`config.mk`:
```
export PLATFORM = sky130hd
export DESIGN_NAME = traffic_start_ctrl_flat
export DESIGN_NICKNAME = d
export VERILOG_FILES = /design/src/rtl/traffic_pkg.sv /design/src/rtl/traffic_start_ctrl_if.sv /design/src/rtl/tl_debounce.sv /design/src/rtl/traffic_start_ctrl.sv /design/src/flat_wrapper.sv
export SDC_FILE = /design/constraint.sdc
export NUM_CORES = 1
export LEC_CHECK = 0
export ABC_AREA = 1
export CAP_MARGIN = 20
export CORE_MARGIN = 2
export CORE_UTILIZATION = 50
export DETAILED_ROUTE_END_ITERATION = 10
export GPL_TIMING_DRIVEN = 1
export PLACE_DENSITY = 0.74
export SLEW_MARGIN = 20
export SYNTH_ARGS = -nofsm -noshare
export SYNTH_HDL_FRONTEND = slang
export SYNTH_SLANG_ARGS = --single-unit
```
`constraint.sdc`:
```
create_clock -name in_clk -period 1.9 [get_ports in_clk]
set_clock_uncertainty 0.15 [all_clocks]
set_input_delay 0.38 -clock in_clk [delete_from_list [all_inputs] [get_ports in_clk]]
set_output_delay 0.38 -clock in_clk [all_outputs]
set_load 0.03 [all_outputs]
```
`src/rtl/traffic_pkg.sv`:
```
// Shared encodings for the traffic light front-end and controller.
// Latency: n/a (types and constants only).
// Backpressure: n/a.
package traffic_pkg;

  localparam int STATE_W = 2;

  // Start/stop sequencer states; encoding 3 is unused and recovers to OFF.
  typedef enum logic [STATE_W-1:0] {
    ST_OFF = 2'd0,
    ST_ARM = 2'd1,
    ST_RUN = 2'd2
  } seq_state_t;

  // Light-state encodings used by the downstream light controller.
  typedef enum logic [1:0] {
    LT_RED    = 2'd0,
    LT_GREEN  = 2'd1,
    LT_YELLOW = 2'd2
  } light_t;

endpackage

```
`src/rtl/traffic_start_ctrl_if.sv`:
```
// Button input and sequencer outputs of the start front-end, bundled.
// Latency: n/a (wiring only).
// Backpressure: none; all signals are plain levels or single-cycle pulses.
interface traffic_start_ctrl_if;
  import traffic_pkg::*;

  logic               in_btn;
  logic               o_srt;
  logic               o_tl_rst;
  logic               o_tick;
  logic               o_arm;
  logic               o_btn_db;
  logic [STATE_W-1:0] o_state;

  // Front-end side: consumes the raw button, drives the controls.
  modport slave (
    input  in_btn,
    output o_srt, o_tl_rst, o_tick, o_arm, o_btn_db, o_state
  );

  // Environment side: drives the button, observes the controls.
  modport master (
    output in_btn,
    input  o_srt, o_tl_rst, o_tick, o_arm, o_btn_db, o_state
  );

endinterface

```
`src/rtl/tl_debounce.sv`:
```
// Button synchroniser, debouncer and press-edge detector.
// Latency: db follows a clean raw change on the (2+DEB_CYCLES)th edge; press is combinational from db.
// Backpressure: none; glitches shorter than DEB_CYCLES stable cycles are dropped.
module tl_debounce #(
  parameter int DEB_CYCLES = 16
) (
  input  logic clk,
  input  logic rst_n,
  input  logic raw,
  output logic db,
  output logic press
);

  localparam int             DW   = (DEB_CYCLES > 1) ? $clog2(DEB_CYCLES) : 1;
  localparam logic [DW-1:0]  DMAX = DW'(DEB_CYCLES - 1);

  logic          sync1;
  logic          sync2;
  logic          db_d;
  logic [DW-1:0] dcnt;

  // Two-flop synchroniser for the asynchronous button.
  always_ff @(posedge clk or negedge rst_n) begin
    if (!rst_n) begin
      sync1 <= 1'b0;
      sync2 <= 1'b0;
    end else begin
      sync1 <= raw;
      sync2 <= sync1;
    end
  end

  // Accept a new level only after it has differed from db for DEB_CYCLES edges in a row.
  always_ff @(posedge clk or negedge rst_n) begin
    if (!rst_n) begin
      db   <= 1'b0;
      dcnt <= '0;
    end else if (sync2 != db) begin
      if (dcnt == DMAX) begin
        db   <= sync2;
        dcnt <= '0;
      end else begin
        dcnt <= dcnt + 1'b1;
      end
    end else begin
      dcnt <= '0;
    end
  end

  // Delayed copy of db for rising-edge detection; releases are ignored.
  always_ff @(posedge clk or negedge rst_n) begin
    if (!rst_n) db_d <= 1'b0;
    else        db_d <= db;
  end

  assign press = db & ~db_d;

endmodule

```
`src/rtl/traffic_start_ctrl.sv`:
```
// Start/stop front-end: debounced button drives an OFF/ARM/RUN sequencer and a seconds-tick prescaler.
// Latency: ARM one edge after a debounced press; first tick TICK_DIV cycles after ARM entry; RUN after ARM_TICKS ticks.
// Backpressure: none; the light controller must accept o_srt/o_tl_rst/o_tick as presented.
module traffic_start_ctrl
  import traffic_pkg::*;
#(
  parameter int TICK_DIV   = 50000000,
  parameter int DEB_CYCLES = 16,
  parameter int ARM_TICKS  = 2
) (
  input  logic                 in_clk,
  input  logic                 in_rst_n,
  traffic_start_ctrl_if.slave  bus
);

  localparam int            PW   = $clog2(TICK_DIV);
  localparam logic [PW-1:0] PMAX = PW'(TICK_DIV - 1);
  localparam logic [PW-1:0] PPRE = PW'(TICK_DIV - 2);
  localparam int            AW   = $clog2(ARM_TICKS + 1);
  localparam logic [AW-1:0] AMAX = AW'(ARM_TICKS - 1);

  seq_state_t    state;
  seq_state_t    state_nxt;
  logic          db;
  logic          press;
  logic [PW-1:0] pcnt;
  logic          tick;
  logic [AW-1:0] acnt;
  logic          tl_rst;

  tl_debounce #(
    .DEB_CYCLES (DEB_CYCLES)
  ) u_debounce (
    .clk   (in_clk),
    .rst_n (in_rst_n),
    .raw   (bus.in_btn),
    .db    (db),
    .press (press)
  );

  // Sequencer state register.
  always_ff @(posedge in_clk or negedge in_rst_n) begin
    if (!in_rst_n) state <= ST_OFF;
    else           state <= state_nxt;
  end

  // Next state; a press in ARM wins over the final arming tick.
  always_comb begin
    state_nxt = state;
    case (state)
      ST_OFF: if (press) state_nxt = ST_ARM;
      ST_ARM: begin
        if (press)                     state_nxt = ST_OFF;
        else if (tick && acnt == AMAX) state_nxt = ST_RUN;
      end
      ST_RUN: if (press) state_nxt = ST_OFF;
      default: state_nxt = ST_OFF;
    endcase
  end

  // Prescaler: parked at 0 in OFF and on the edge into OFF, so ARM always starts a fresh period.
  // The tick flop is loaded one count early so o_tick is high exactly while pcnt == TICK_DIV-1.
  always_ff @(posedge in_clk or negedge in_rst_n) begin
    if (!in_rst_n) begin
      pcnt <= '0;
      tick <= 1'b0;
    end else if (state == ST_OFF || state_nxt == ST_OFF) begin
      pcnt <= '0;
      tick <= 1'b0;
    end else begin
      pcnt <= (pcnt == PMAX) ? '0 : pcnt + 1'b1;
      tick <= (pcnt == PPRE);
    end
  end

  // Count ticks spent arming; held clear outside ARM so each entry starts from 0.
  always_ff @(posedge in_clk or negedge in_rst_n) begin
    if (!in_rst_n)           acnt <= '0;
    else if (state != ST_ARM) acnt <= '0;
    else if (tick)           acnt <= acnt + 1'b1;
  end

  // Controller reset pulse for the first OFF cycle after leaving RUN; cancel from ARM does not pulse.
  always_ff @(posedge in_clk or negedge in_rst_n) begin
    if (!in_rst_n) tl_rst <= 1'b0;
    else           tl_rst <= (state == ST_RUN) && (state_nxt == ST_OFF);
  end

  assign bus.o_srt    = (state == ST_RUN);
  assign bus.o_arm    = (state == ST_ARM);
  assign bus.o_state  = state;
  assign bus.o_tick   = tick;
  assign bus.o_tl_rst = tl_rst;
  assign bus.o_btn_db = db;

endmodule
```
`src/flat_wrapper.sv`:
```
// flat-port wrapper written by rule: the top's interface ports become plain ports
module traffic_start_ctrl_flat import traffic_pkg::*;
#(
  parameter int TICK_DIV   = 50000000,
  parameter int DEB_CYCLES = 16,
  parameter int ARM_TICKS  = 2
)
  (in_clk, in_rst_n, bus_in_btn, bus_o_srt, bus_o_tl_rst, bus_o_tick, bus_o_arm, bus_o_btn_db, bus_o_state);
  traffic_start_ctrl_if bus_i ();
  input  logic in_clk;
  input  logic in_rst_n;
  input wire logic [$bits(bus_i.in_btn)-1:0] bus_in_btn;
  output wire logic [$bits(bus_i.o_srt)-1:0] bus_o_srt;
  output wire logic [$bits(bus_i.o_tl_rst)-1:0] bus_o_tl_rst;
  output wire logic [$bits(bus_i.o_tick)-1:0] bus_o_tick;
  output wire logic [$bits(bus_i.o_arm)-1:0] bus_o_arm;
  output wire logic [$bits(bus_i.o_btn_db)-1:0] bus_o_btn_db;
  output wire logic [$bits(bus_i.o_state)-1:0] bus_o_state;
  assign bus_i.in_btn = bus_in_btn;
  assign bus_o_srt = bus_i.o_srt;
  assign bus_o_tl_rst = bus_i.o_tl_rst;
  assign bus_o_tick = bus_i.o_tick;
  assign bus_o_arm = bus_i.o_arm;
  assign bus_o_btn_db = bus_i.o_btn_db;
  assign bus_o_state = bus_i.o_state;
  traffic_start_ctrl #(.TICK_DIV(TICK_DIV), .DEB_CYCLES(DEB_CYCLES), .ARM_TICKS(ARM_TICKS)) u_core (.in_clk(in_clk), .in_rst_n(in_rst_n), .bus(bus_i));
endmodule
```
==> results of run 1 <==
power groups by stage:
stage	Sequential, mW	Clock [mW]	Combinational, mW
6_report	0.867	0.753	0.0662
5_1_grt	0.869	0.800	0.0763
4_1_cts	0.867	0.766	0.0675
3_5_place_dp	0.884	0	0.0663
3_3_place_gp	0.884	0	0.0659
2_1_floorplan	0.885	0	0.0290
cells in the mapped netlist:
library cell and instances:
nand2_2 5, inv_1 27, nor2_4 2, nor2_1 54, nand3_2 2, buf_6 1
nand4_1 1, nor2_2 21, nand3b_1 1, xor2_1 6, nand2_1 66, nand2_4 1
inv_2 1, a21oi_1 6, a211oi_1 1, buf_2 1, xnor2_1 12, nand3_1 17
o21ai_0 1, nor4_1 1, nor3b_1 3, ha_1 4, dfrtp_1 40
layout make-up:
class	count	area, um2	share of cell area, %
timing repair buffer	14	131.4	5.316
clock inverter	1	30.03	1.215
multi-input combinational	204	1045	42.28
tap	50	62.56	2.532
clock buffer	7	96.34	3.899
sequential	40	1001	40.51
inverter	28	105.1	4.253
cell usage in the layout (no fill, tap or decap):
| cell type | instances |
|---|---|
| nand2_4 | 1 |
| dlygate4sd2_1 | 3 |
| xnor2_1 | 12 |
| nor4_1 | 1 |
| dfrtp_1 | 40 |
| buf_4 | 3 |
| bufinv_16 | 1 |
| nor2_1 | 54 |
| buf_2 | 1 |
| nand4_1 | 1 |
| clkbuf_8 | 7 |
| clkdlybuf4s50_1 | 2 |
| ha_1 | 4 |
| nor2_4 | 2 |
| clkdlybuf4s15_1 | 1 |
| nor3b_1 | 3 |
| buf_12 | 1 |
| nand3_1 | 17 |
| o21ai_0 | 1 |
| clkbuf_2 | 1 |
| nand2_1 | 66 |
| dlymetal6s2s_1 | 1 |
| nand3b_1 | 1 |
| dlygate4sd3_1 | 1 |
| inv_1 | 27 |
| nand3_2 | 2 |
| a211oi_1 | 1 |
| nand2_2 | 5 |
| xor2_1 | 6 |
| a21oi_1 | 6 |
| nor2_2 | 21 |
| inv_2 | 1 |
stage by stage:
step | instances | cell area [um2] | total power [mW] | hold WS [ns]
4_1_cts | 344 | 2472 | 1.701 | 0.2186
5_1_grt | 344 | 2471 | 1.745 | 0.2217
3_3_place_gp | 335 | 2341 | 0.9495 | 0.1921
2_1_floorplan | 274 | 2167 | 0.9142 | -0.06559
6_report | 344 | 2471 | 1.686 | 0.2146
3_5_place_dp | 335 | 2341 | 0.9505 | 0.2010
timing repair:
item,CTS,global route
hold buffers,1,0
endpoints found under the setup margin,5,3
cloned,0,0
setup buffers,0,0
hold endpoints to repair,19,0
gates resized for setup,6,3
flip-flops by register name, indices dropped and copies added (netlist names):
register / flops
u_core.pcnt: 26
u_core.acnt: 2
u_core.bus.o_tick: 1
u_core.u_debounce.sync1: 1
u_core.u_debounce.dcnt: 4
u_core.bus.o_tl_rst: 1
u_core.u_debounce.db: 1
u_core.u_debounce.db_d: 1
u_core.bus.o_state: 2
u_core.u_debounce.sync2: 1
worst paths after layout:
path                                          from                         to  slack, ns  cells past startpoint
min                        u_core.u_debounce.sync1    u_core.u_debounce.sync2       0.21                      0
min in group asynchronous                 in_rst_n  u_core.u_debounce.dcnt[0]       0.43                      2
max in group asynchronous                 in_rst_n        u_core.bus.o_tl_rst       0.70                      3
max                            u_core.bus.o_tl_rst               bus_o_tl_rst       0.08                      1
max reg2reg                         u_core.pcnt[0]            u_core.pcnt[19]       0.15                      6
min reg2reg                u_core.u_debounce.sync1    u_core.u_debounce.sync2       0.21                      0
metal layers:
layer  GRT usage [%]  vias to the layer above  routed length (um)
met1           25.46                      820                2022
met4           8.120                        0                 124
met2           30.79                       27                2069
met5               0                        -                   0
li1                -                      880                   -
met3           4.942                       12                 105
worst reg2reg max path, cell delays in order, from the launching register on:
cell and delay [ns]:
dfrtp_1 0.45, ha_1 0.21, inv_1 0.07, nor2_4 0.19, nand3_1 0.13, nand2_2 0.33
nor2_1 0.10
logic make-up (layout without fill, tap and decap cells):
logic type | Yosys count | in the layout | synth area share [%]
xor+xnor | 18 | 18 | 7.275
buf+inv | 30 | 50 | 5.600
fa+ha+maj | 4 | 4 | 2.310
flops | 40 | 40 | 46.19
compound gates | 8 | 8 | 1.963
simple gates | 174 | 174 | 36.66
==> impl_results.md, run 1 <==
* Root Driver: clkbuf_8
* Total number of vias at 1739
* Area share of the largest cell type after synthesis at a little under half
* Switching share of power at about a fifth
* Post-place setup slack at 0.03210 ns
* 1st-iter DRT viols at between 100 and 150
* CTS tree: built
* H-Tree Depth at 2
* Outcome: completed
* Synth Cell Area at between 0.002 and 0.0025 mm2
* Total global-route track usage at about a fifth
* Residual DRC at 0
* Area Overhead vs Synth at 14.03%
* Sequential Power Share at roughly 50%
* Relative slew slack at between 60% and 70%
* Gate Count Post-Synth at approximately 270
* Cell accounting for the most synthesized area: dfrtp_1
* Buffers on Ports at 9
* Pint at between 1 and 1.5 mW
* Routed Antenna Nets at 0
* Final HPWL from detailed placement at ~3.2 mm
* RSZ-0062 raised after global routing: no
* Number of synthesized register bits at 40
* Cell family contributing the most delay on the critical path: buffers and inverters
* Syn Nets at about 280
* Hold Fails Final Rpt at 0
* Slew Limit Fails at 0
* First-pass GRT wire length at ~7.4 mm
* Maximum vdd drop at approximately 0.42 mV
* Util after Layout at approximately 60%
* Number of global-route vias before repair at approximately 1600
* # nets final at 300
* CTS Buf Count at 5
* Setup TNS at 0 ns
* Sink Count at 40
* Period minus WS final at 1.817 ns
* Critical Path End Type: output pin
* GPL Wtd Cong at 0.9171
* Ports at 10
* CP max stage cell: clkdlybuf4s50_1
* Die H at around 70 um
* Setup crit start kind: flip-flop
* Data required time of the critical path at approximately 1.4 ns
* Die Wd at approximately 70 um
* Max-cap violations at 0
* Synth unique cells at 23
* Worst Max-Slew Pin Slew at about 0.47 ns
* GR Overflow Total at 0
* Critical path class: reg2out
* CP cell instances: clkdlybuf4s50_1
* Static leakage at approximately 1 nW
* Drt pass-1 iters at 5
* Clock Path Buffers at 2
* Total wire length at 4.321 mm
* Antenna violations before repair at 0
* Clk_lat worst skew at 0.29 ns
* Starting Density at between 50% and 60%
* Antenna diode count at 0
* Clk slew on worst S/H paths at 0.07 ns
* Final setup viols at 0
* YS warnings at 0
* HP Class: reg2reg
* WL per Instance at approximately 13 um
* Vias per inst at between 5 and 6
* Tcrit/Tclk final at 95.61%
* Fill count at approximately 370
* Clk pwr share at between 40% and 50%
* Switching power of the nets at around 340 uW
* Row count at 23
* Final worst setup slack at 0.08344 ns
* Die area at 0.004877 mm2
* Sequential fraction of the synthesis area at between 40 and 50%
* P per Cell Area at ~680 mW/mm2
* Layout cells sized above 1 at between 15 and 20%
* Combinational share of power at roughly 3.9%
* Crit Path Max Fanout at 1
* F_max at approximately 0.55 GHz
* Area contributors post-synth: dfrtp_1 46%, nand2_1 11%, nor2_1 9.4%
* Syn Area/Cell at around 8 um2
* CP bufs+invs at 1
* Crit path DAT at roughly 1.3 ns
* CP max stage delay at approximately 0.66 ns
* Core Area at roughly 0.0041 mm2
* Largest net degree at the start of global routing at 22
(Power assumes the default switching activity.)
==> inputs of run 2 (changes only) <==
==> constraint.sdc (replaced) <==
create_clock -name in_clk -period 2.1 [get_ports in_clk]
set_clock_uncertainty 0.15 [all_clocks]
set_input_delay 0.42 -clock in_clk [delete_from_list [all_inputs] [get_ports in_clk]]
set_output_delay 0.42 -clock in_clk [all_outputs]
set_load 0.03 [all_outputs]
==> run 2 against run 1 <==
Net effect: global-route usage decreased by 0.66 points; cell count down 0.87%; core utilization shrank 1.8 points; largest cell class unchanged; highest routed layer unchanged; critical path depth stayed put; worst setup slack improved by 0.041 ns; critical path type unchanged; routed wire length fell by 8.3%; sequential power decreased by 9.6%; hold slack lost 0.20 ns; sequential cell count stayed put; die area is the same.
==> impl_results.md, run 2 (synthesized netlist as in run 1, its figures left out) <==
* Slew Limit Fails at 0 (unchanged)
* P per Cell Area at 557.7 mW/mm2 (-18%)
* Data required time of the critical path at 1.53 ns (+0.16 ns)
* Setup crit start kind: flip-flop
* # nets final at 297 (-1.0%)
* Outcome: completed
* Reg-to-reg critical path endpoint: u_core.pcnt[19]
* Critical R2R Launch: u_core.pcnt[0]
* Die Wd at 69.84 um (unchanged)
* R2r worst-path depth at 6 (unchanged)
* Setup TNS at 0 ns (unchanged)
* Root Driver: clkbuf_8
* Critical path class: reg2out
* Worst Max-Slew Pin Slew at 0.4852 ns (+0.01531 ns)
* Crit path DAT at 1.41 ns (+0.12 ns)
* CP cell instances: clkdlybuf4s50_1
* Commonest cells after routing, fill and taps aside: 66 x nand2_1, 54 x nor2_1, 40 x dfrtp_1
* Antenna diode count at 0 (unchanged)
* PostCTS Resize Cnt at 2 (-4)
* GPL Wtd Cong at 0.9185 (+0.15%)
* Starting Density at 53.03% (unchanged)
* Total number of vias at 1662 (-4.4%)
* Top reg by flops: u_core.pcnt
* F_max at roughly 0.5 GHz
* Routed Antenna Nets at 0 (unchanged)
* First-pass GRT wire length at 7.258 mm (-2.3%)
* Post-cts hold buffer count at 0 (-1)
* Residual DRC at 0 (unchanged)
* Cell family contributing the most delay on the critical path: buffers and inverters
* H-Tree Depth at 2 (unchanged)
* Hold Fails Final Rpt at 0 (unchanged)
* Buffers on Ports at 9 (unchanged)
* Layout cells sized above 1 at 14.78% (-0.87 points)
* Static leakage at 0.9453 nW (-6.0%)
* R2R setup slack at 0.28 ns (+0.13 ns)
* Post-CTS Setup Bufs at 0 (unchanged)
* Sink Count at 40 (unchanged)
* Row count at 23 (unchanged)
* GR Overflow Total at 0 (unchanged)
* Total wire length at 3.964 mm (-8.3%)
* Util after Layout at 58.70% (-1.8 points)
* Antenna violations before repair at 0 (unchanged)
* Placed Area at 0.002313 mm2 (-1.2%)
* Max-cap violations at 0 (unchanged)
* Post-route cell area at 0.002399 mm2 (-2.9%)
* HP Class: in2async
* Clk_lat worst skew at 0.30 ns (about the same)
* Ports at 10 (unchanged)
* Total global-route track usage at 18.85% (-0.66 points)
* Die area at 0.004877 mm2 (unchanged)
* Core Area at 0.004086 mm2 (unchanged)
* Number of global-route vias before repair at 1642 (+1.9%)
* Crit Path Max Fanout at 5 (+4)
* Maximum vdd drop at 0.3720 mV (-12%)
* Flip-flop count of the largest register after layout at 26 (unchanged)
* Final worst setup slack at 0.1246 ns (+0.04112 ns)
* Vias per inst at 4.874 (-3.6%)
* Commonest non-fill, non-tap cell in the layout: nand2_1
* Regs by FF count: u_core.pcnt (26), u_core.u_debounce.dcnt (4)
* CTS Buf Count at 5 (unchanged)
* Placed insts at 333 (-0.60%)
* Clock Path Buffers at 2 (unchanged)
* RSZ-0062 raised after global routing: no
* WL per Instance at 11.62 um (-7.5%)
* Clk slew on worst S/H paths at 0.08 ns (about the same)
* Largest net degree at the start of global routing at 41 (+86%)
* Post-place setup slack at 0.2246 ns (+0.1925 ns)
* Final HPWL from detailed placement at 3.016 mm (-6.7%)
* CP bufs+invs at 1 (unchanged)
* CP max stage delay at 0.69 ns (+0.03 ns)
* CP max stage cell: clkdlybuf4s50_1
* Drt pass-1 iters at 4 (-1)
* Tcrit/Tclk final at 94.07%
* 1st-iter DRT viols at 125 (+21%)
* Relative slew slack at 67.66% (-1.0 points)
* Non-filler cells, final at 341 (-0.87%)
* Critical Path End Type: output pin
* Area Overhead vs Synth at 10.68%
* Period minus WS final at ~2.0 ns
* CTS tree: built
* Die H at 69.84 um (unchanged)
* Final setup viols at 0 (unchanged)
run 2: per-layer routing:
| metal | up-vias | global-route usage, % | wire length, um |
|---|---|---|---|
| li1 | 876 | - | - |
| met1 | 755 | 25.87 | 2044 |
| met2 | 24 | 27.83 | 1715 |
| met3 | 7 | 5.087 | 128 |
| met4 | 0 | 8.547 | 76 |
| met5 | - | 0 | 0 |
run 2: through the flow:
stage               hold WS (ns)  total power [mW]
floorplan               -0.02559            0.8271
global placement          0.1965            0.8539
detailed placement        0.1964            0.8552
CTS                      0.02643             1.360
global route             0.05578             1.396
finish                   0.01090             1.338
run 2: area by class of cell:
cell class,instances,area (um2)
clock buffer,5,68.82
clock inverter,3,18.77
fill,385,1688
inverter,28,105.1
multi-input combinational,204,1045
sequential,40,1001
tap,50,62.56
timing repair buffer,11,97.59
run 2: worst max path at each step:
stage,from,slack (ns),end,depth (start not counted)
final,u_core.bus.o_tick,0.12,bus_o_tick,1
after global routing,u_core.bus.o_tick,0.07,bus_o_tick,1
after CTS,u_core.bus.o_tick,0.11,bus_o_tick,1
after detailed placement,u_core.bus.o_state[0],0.22,bus_o_srt,4
after global placement,u_core.bus.o_state[0],0.28,bus_o_srt,4
after floorplan,u_core.pcnt[0],0.51,u_core.pcnt[0],7
run 2: where the power goes:
part / internal [mW] / leakage, nW / total (mW) / switching [mW]
clock network: 0.231 / 0.0479 / 0.500 / 0.269
logic: 0.0148 / 0.346 / 0.0529 / 0.0381
registers: 0.778 / 0.552 / 0.784 / 0.00627
total: 1.02 / 0.945 / 1.34 / 0.314
==> inputs of run 3 (changes only) <==
--- a/config.mk
+++ b/config.mk
@@ -15,4 +15,5 @@
 export SLEW_MARGIN = 20
 export SYNTH_ARGS = -nofsm -noshare
 export SYNTH_HDL_FRONTEND = slang
+export SYNTH_HIERARCHICAL = 1
 export SYNTH_SLANG_ARGS = --single-unit
==> run 3 against run 2 <==
Net effect: area after synthesis increased by 1.8%; largest cell class unchanged; count of clock-buffer cells in the layout increased by 1; sequential cell count did not move; cell count up 4.4%; register-to-register slack improved by 0.05 ns; largest power group unchanged; non-clock buffer count unchanged; highest routed layer unchanged; core utilization shrank 1.2 points; hold slack gained 0.19 ns; routed wire length grew 12%; via count grew 7.4%.
==> impl_results.md, run 3 <==
* Outcome: completed
* Maximum vdd drop at 0.3947 mV (+6.1%)
* Switching share of power at 20.60% (-2.8 points)
* Clk pwr share at 42.5% (+5.1 points)
* Drt pass-1 iters at 4 (unchanged)
* Period minus WS final at 1.995 ns (+0.01944 ns)
* Total wire length at 4.427 mm (+12%)
* Relative slew slack at 69.71% (+2.1 points)
* Hold Fails Final Rpt at 0 (unchanged)
* Max-cap violations at 0 (unchanged)
* GPL Wtd Cong at 0.9136 (-0.53%)
* # nets final at 310 (+4.4%)
* Tcrit/Tclk final at 94.99% (+0.93 points)
* P per Cell Area at 584.0 mW/mm2 (+4.7%)
* Die area at 0.004959 mm2 (+1.7%)
* CTS tree: built
* Final worst setup slack at 0.1051 ns (-0.01944 ns)
* HP Class: reg2reg
* Hold path start: u_core/u_debounce/sync1
* Fill count at 411 (+6.8%)
* Crit path DAT at 1.42 ns (about the same)
* Synth unique cells at 26 (+13%)
* Clk_lat worst skew at 0.29 ns (about the same)
* Layout cells sized above 1 at 10.20% (-4.6 points)
* Starting Density at 51.37% (-1.7 points)
* Antenna violations before repair at 0 (unchanged)
* Critical R2R Launch: u_core/pcnt[0]
* Total global-route track usage at 19.53% (+0.68 points)
* Most common cell in the netlist: nand2_1
* Sequential fraction of the synthesis area at 45.38% (-0.81 points)
* YS warnings at 6 (+6)
* Root Driver: clkbuf_8
* CP max stage cell: dfrtp_1
* Cell accounting for the most synthesized area: dfrtp_1
* Slew Limit Fails at 0 (unchanged)
* Critical path class: reg2out
* Area contributors post-synth: dfrtp_1 45%, nand2_1 12%, nor2_1 11%
* Worst Max-Slew Pin Slew at 0.4543 ns (-0.03084 ns)
* Top reg by flops: u_core/pcnt
* Synth Cell Area at 0.002206 mm2 (+1.8%)
* Gate Count Post-Synth at 287 (+4.7%)
* Crit Path Max Fanout at 4 (-1)
* Setup crit start kind: flip-flop
* CTS Buf Count at 5 (unchanged)
* Routed Antenna Nets at 0 (unchanged)
* Antenna diode count at 0 (unchanged)
* Area share of the largest cell type after synthesis at 45.38% (-0.81 points)
* Ports at 10 (unchanged)
* Combinational share of power at 3.2% (-0.8 points)
* Clock Path Buffers at 2 (unchanged)
* Number of synthesized register bits at 40 (unchanged)
* Sequential Power Share at 54.3% (-4.3 points)
* CP startpoint: u_core/bus.o_state[1]
* Synth Flop Type: dfrtp_1
* Async set-reset flop share out of synthesis at 100.0% (unchanged)
* Final setup viols at 0 (unchanged)
* Clk slew on worst S/H paths at 0.07 ns (about the same)
* Syn Nets at 294 (+4.6%)
* Core Area at 0.004294 mm2 (+5.1%)
* Buffers on Ports at 9 (unchanged)
* Sink Count at 40 (unchanged)
* Largest net degree at the start of global routing at 23 (-44%)
* H-Tree Depth at 2 (unchanged)
* Data required time of the critical path at 1.53 ns (about the same)
* Residual DRC at 0 (unchanged)
* Switching power of the nets at 297.1 uW (-5.2%)
* Row count at 24 (+4.3%)
* Critical Path End Type: output pin
* WL per Instance at 12.44 um (+7.0%)
* Regs by FF count: u_core/pcnt (26), u_core/u_debounce/dcnt (4)
* Area Overhead vs Synth at 11.97%
* Commonest cells after routing, fill and taps aside: 73 x nand2_1, 63 x nor2_1, 40 x dfrtp_1
* F_max at 0.5013 GHz (-0.97%)
* CP max stage delay at 0.40 ns (-0.29 ns)
* Pint at 1.145 mW (+12%)
* Flip-flop count of the largest register after layout at 26 (unchanged)
* Die Wd at 70.42 um (+0.84%)
* Syn Area/Cell at 7.686 um2 (-2.8%)
* First-pass GRT wire length at 7.686 mm (+5.9%)
* Post-CTS Setup Bufs at 0 (unchanged)
* Static leakage at 1.012 nW (+7.1%)
* Synth top cells by count: 73 x nand2_1, 63 x nor2_1, 40 x dfrtp_1
* RSZ-0062 raised after global routing: no
* Post-place setup slack at 0.1131 ns (-0.1114 ns)
* Total number of vias at 1785 (+7.4%)
* 1st-iter DRT viols at 82 (-34%)
* Number of synthesized flops with an enable pin at 0 (unchanged)
* Vias per inst at 5.014 (+2.9%)
* Setup TNS at 0 ns (unchanged)
* GR Overflow Total at 0 (unchanged)
* CP cell instances: or2_1, inv_1, clkdlybuf4s15_1
* Die H at 70.42 um (+0.84%)
* Final HPWL from detailed placement at 3.417 mm (+13%)
* Number of global-route vias before repair at 1775 (+8.1%)
* Commonest non-fill, non-tap cell in the layout: nand2_1
==> run 3: cell count changes after synthesis, sizes merged, moves of 2 or more <==
| cell | change |
|---|---|
| inv | +6 |
| nand2 | +5 |
| nand3b | +3 |
| nand4 | +2 |
| nor2 | -2 |
| nor3 | +3 |
| xnor2 | -4 |
==> run 3: critical path, delay by kind of cell, from the launching register on <==
kind                   cells  cell delay [ns]
buffers and inverters      2             0.45
DFF                        1             0.40
and+or+nand+nor            1             0.28
==> run 3: worst paths after layout <==
path,end,slack (ns),depth (start not counted)
max,bus_o_arm,0.11,3
min,u_core/u_debounce/sync2,0.20,0
max reg2reg,u_core/pcnt[20],0.33,7
min reg2reg,u_core/u_debounce/sync2,0.20,0
max in group asynchronous,u_core/u_debounce/dcnt[3],0.87,3
min in group asynchronous,u_core/acnt[1],0.46,2
==> run 3: area by class of cell <==
class	instances	area (um2)	share of cell area, %
clock buffer	6	72.57	2.938
clock inverter	2	35.03	1.418
inverter	34	127.6	5.167
multi-input combinational	211	1055	42.71
sequential	40	1001	40.53
tap	52	65.06	2.634
timing repair buffer	11	113.9	4.610
==> run 3: metal layers <==
| metal | global-route usage, % | wire, um | vias to the layer above | part of all wire (%) |
|---|---|---|---|---|
| met5 | 0 | 0 | - | 0 |
| met4 | 5.128 | 44 | 0 | 0.99 |
| met3 | 3.896 | 187 | 5 | 4.2 |
| met2 | 33.02 | 2156 | 36 | 49 |
| met1 | 25.59 | 2038 | 835 | 46 |
| li1 | - | - | 909 | - |
==> run 3: per-stage QoR <==
stage | hold WS [ns] | total power [mW] | util, % | std cells | area (um2)
final | 0.2022 | 1.442 | 57.52 | 356 | 2470
after global routing | 0.2101 | 1.508 | 57.52 | 356 | 2470
after CTS | 0.2052 | 1.465 | 57.49 | 356 | 2469
after detailed placement | 0.1871 | 0.8461 | 54.81 | 347 | 2354
after global placement | 0.1869 | 0.8449 | 54.81 | 347 | 2354
after floorplan | -0.02559 | 0.8181 | - | 287 | 2206
==> run 3: power by group through the flow <==
stage / clock network, mW / registers, mW / logic, mW
finish: 0.613 / 0.783 / 0.0467
detailed placement: 0 / 0.799 / 0.0475
global route: 0.670 / 0.784 / 0.0538
CTS: 0.633 / 0.783 / 0.0486
floorplan: 0 / 0.799 / 0.0193
global placement: 0 / 0.798 / 0.0467
==> run 3: logic make-up (layout without fill, tap and decap cells) <==
kind of cell    count (synthesis)  in the layout  share of synthesized area [%]
simple gates                  184            184                          37.49
compound gates                  8              8                          2.098
fa+ha+maj                       4              4                          2.269
flops                          40             40                          45.38
buf+inv                        36             53                          6.807
xor+xnor                       15             15                          5.956
==> run 3: what timing repair did <==
action | CTS | global route
resized for setup | 2 | 1
hold buffers | 1 | 0
hold endpoints to repair | 18 | 0
setup endpoints to repair | 2 | 1
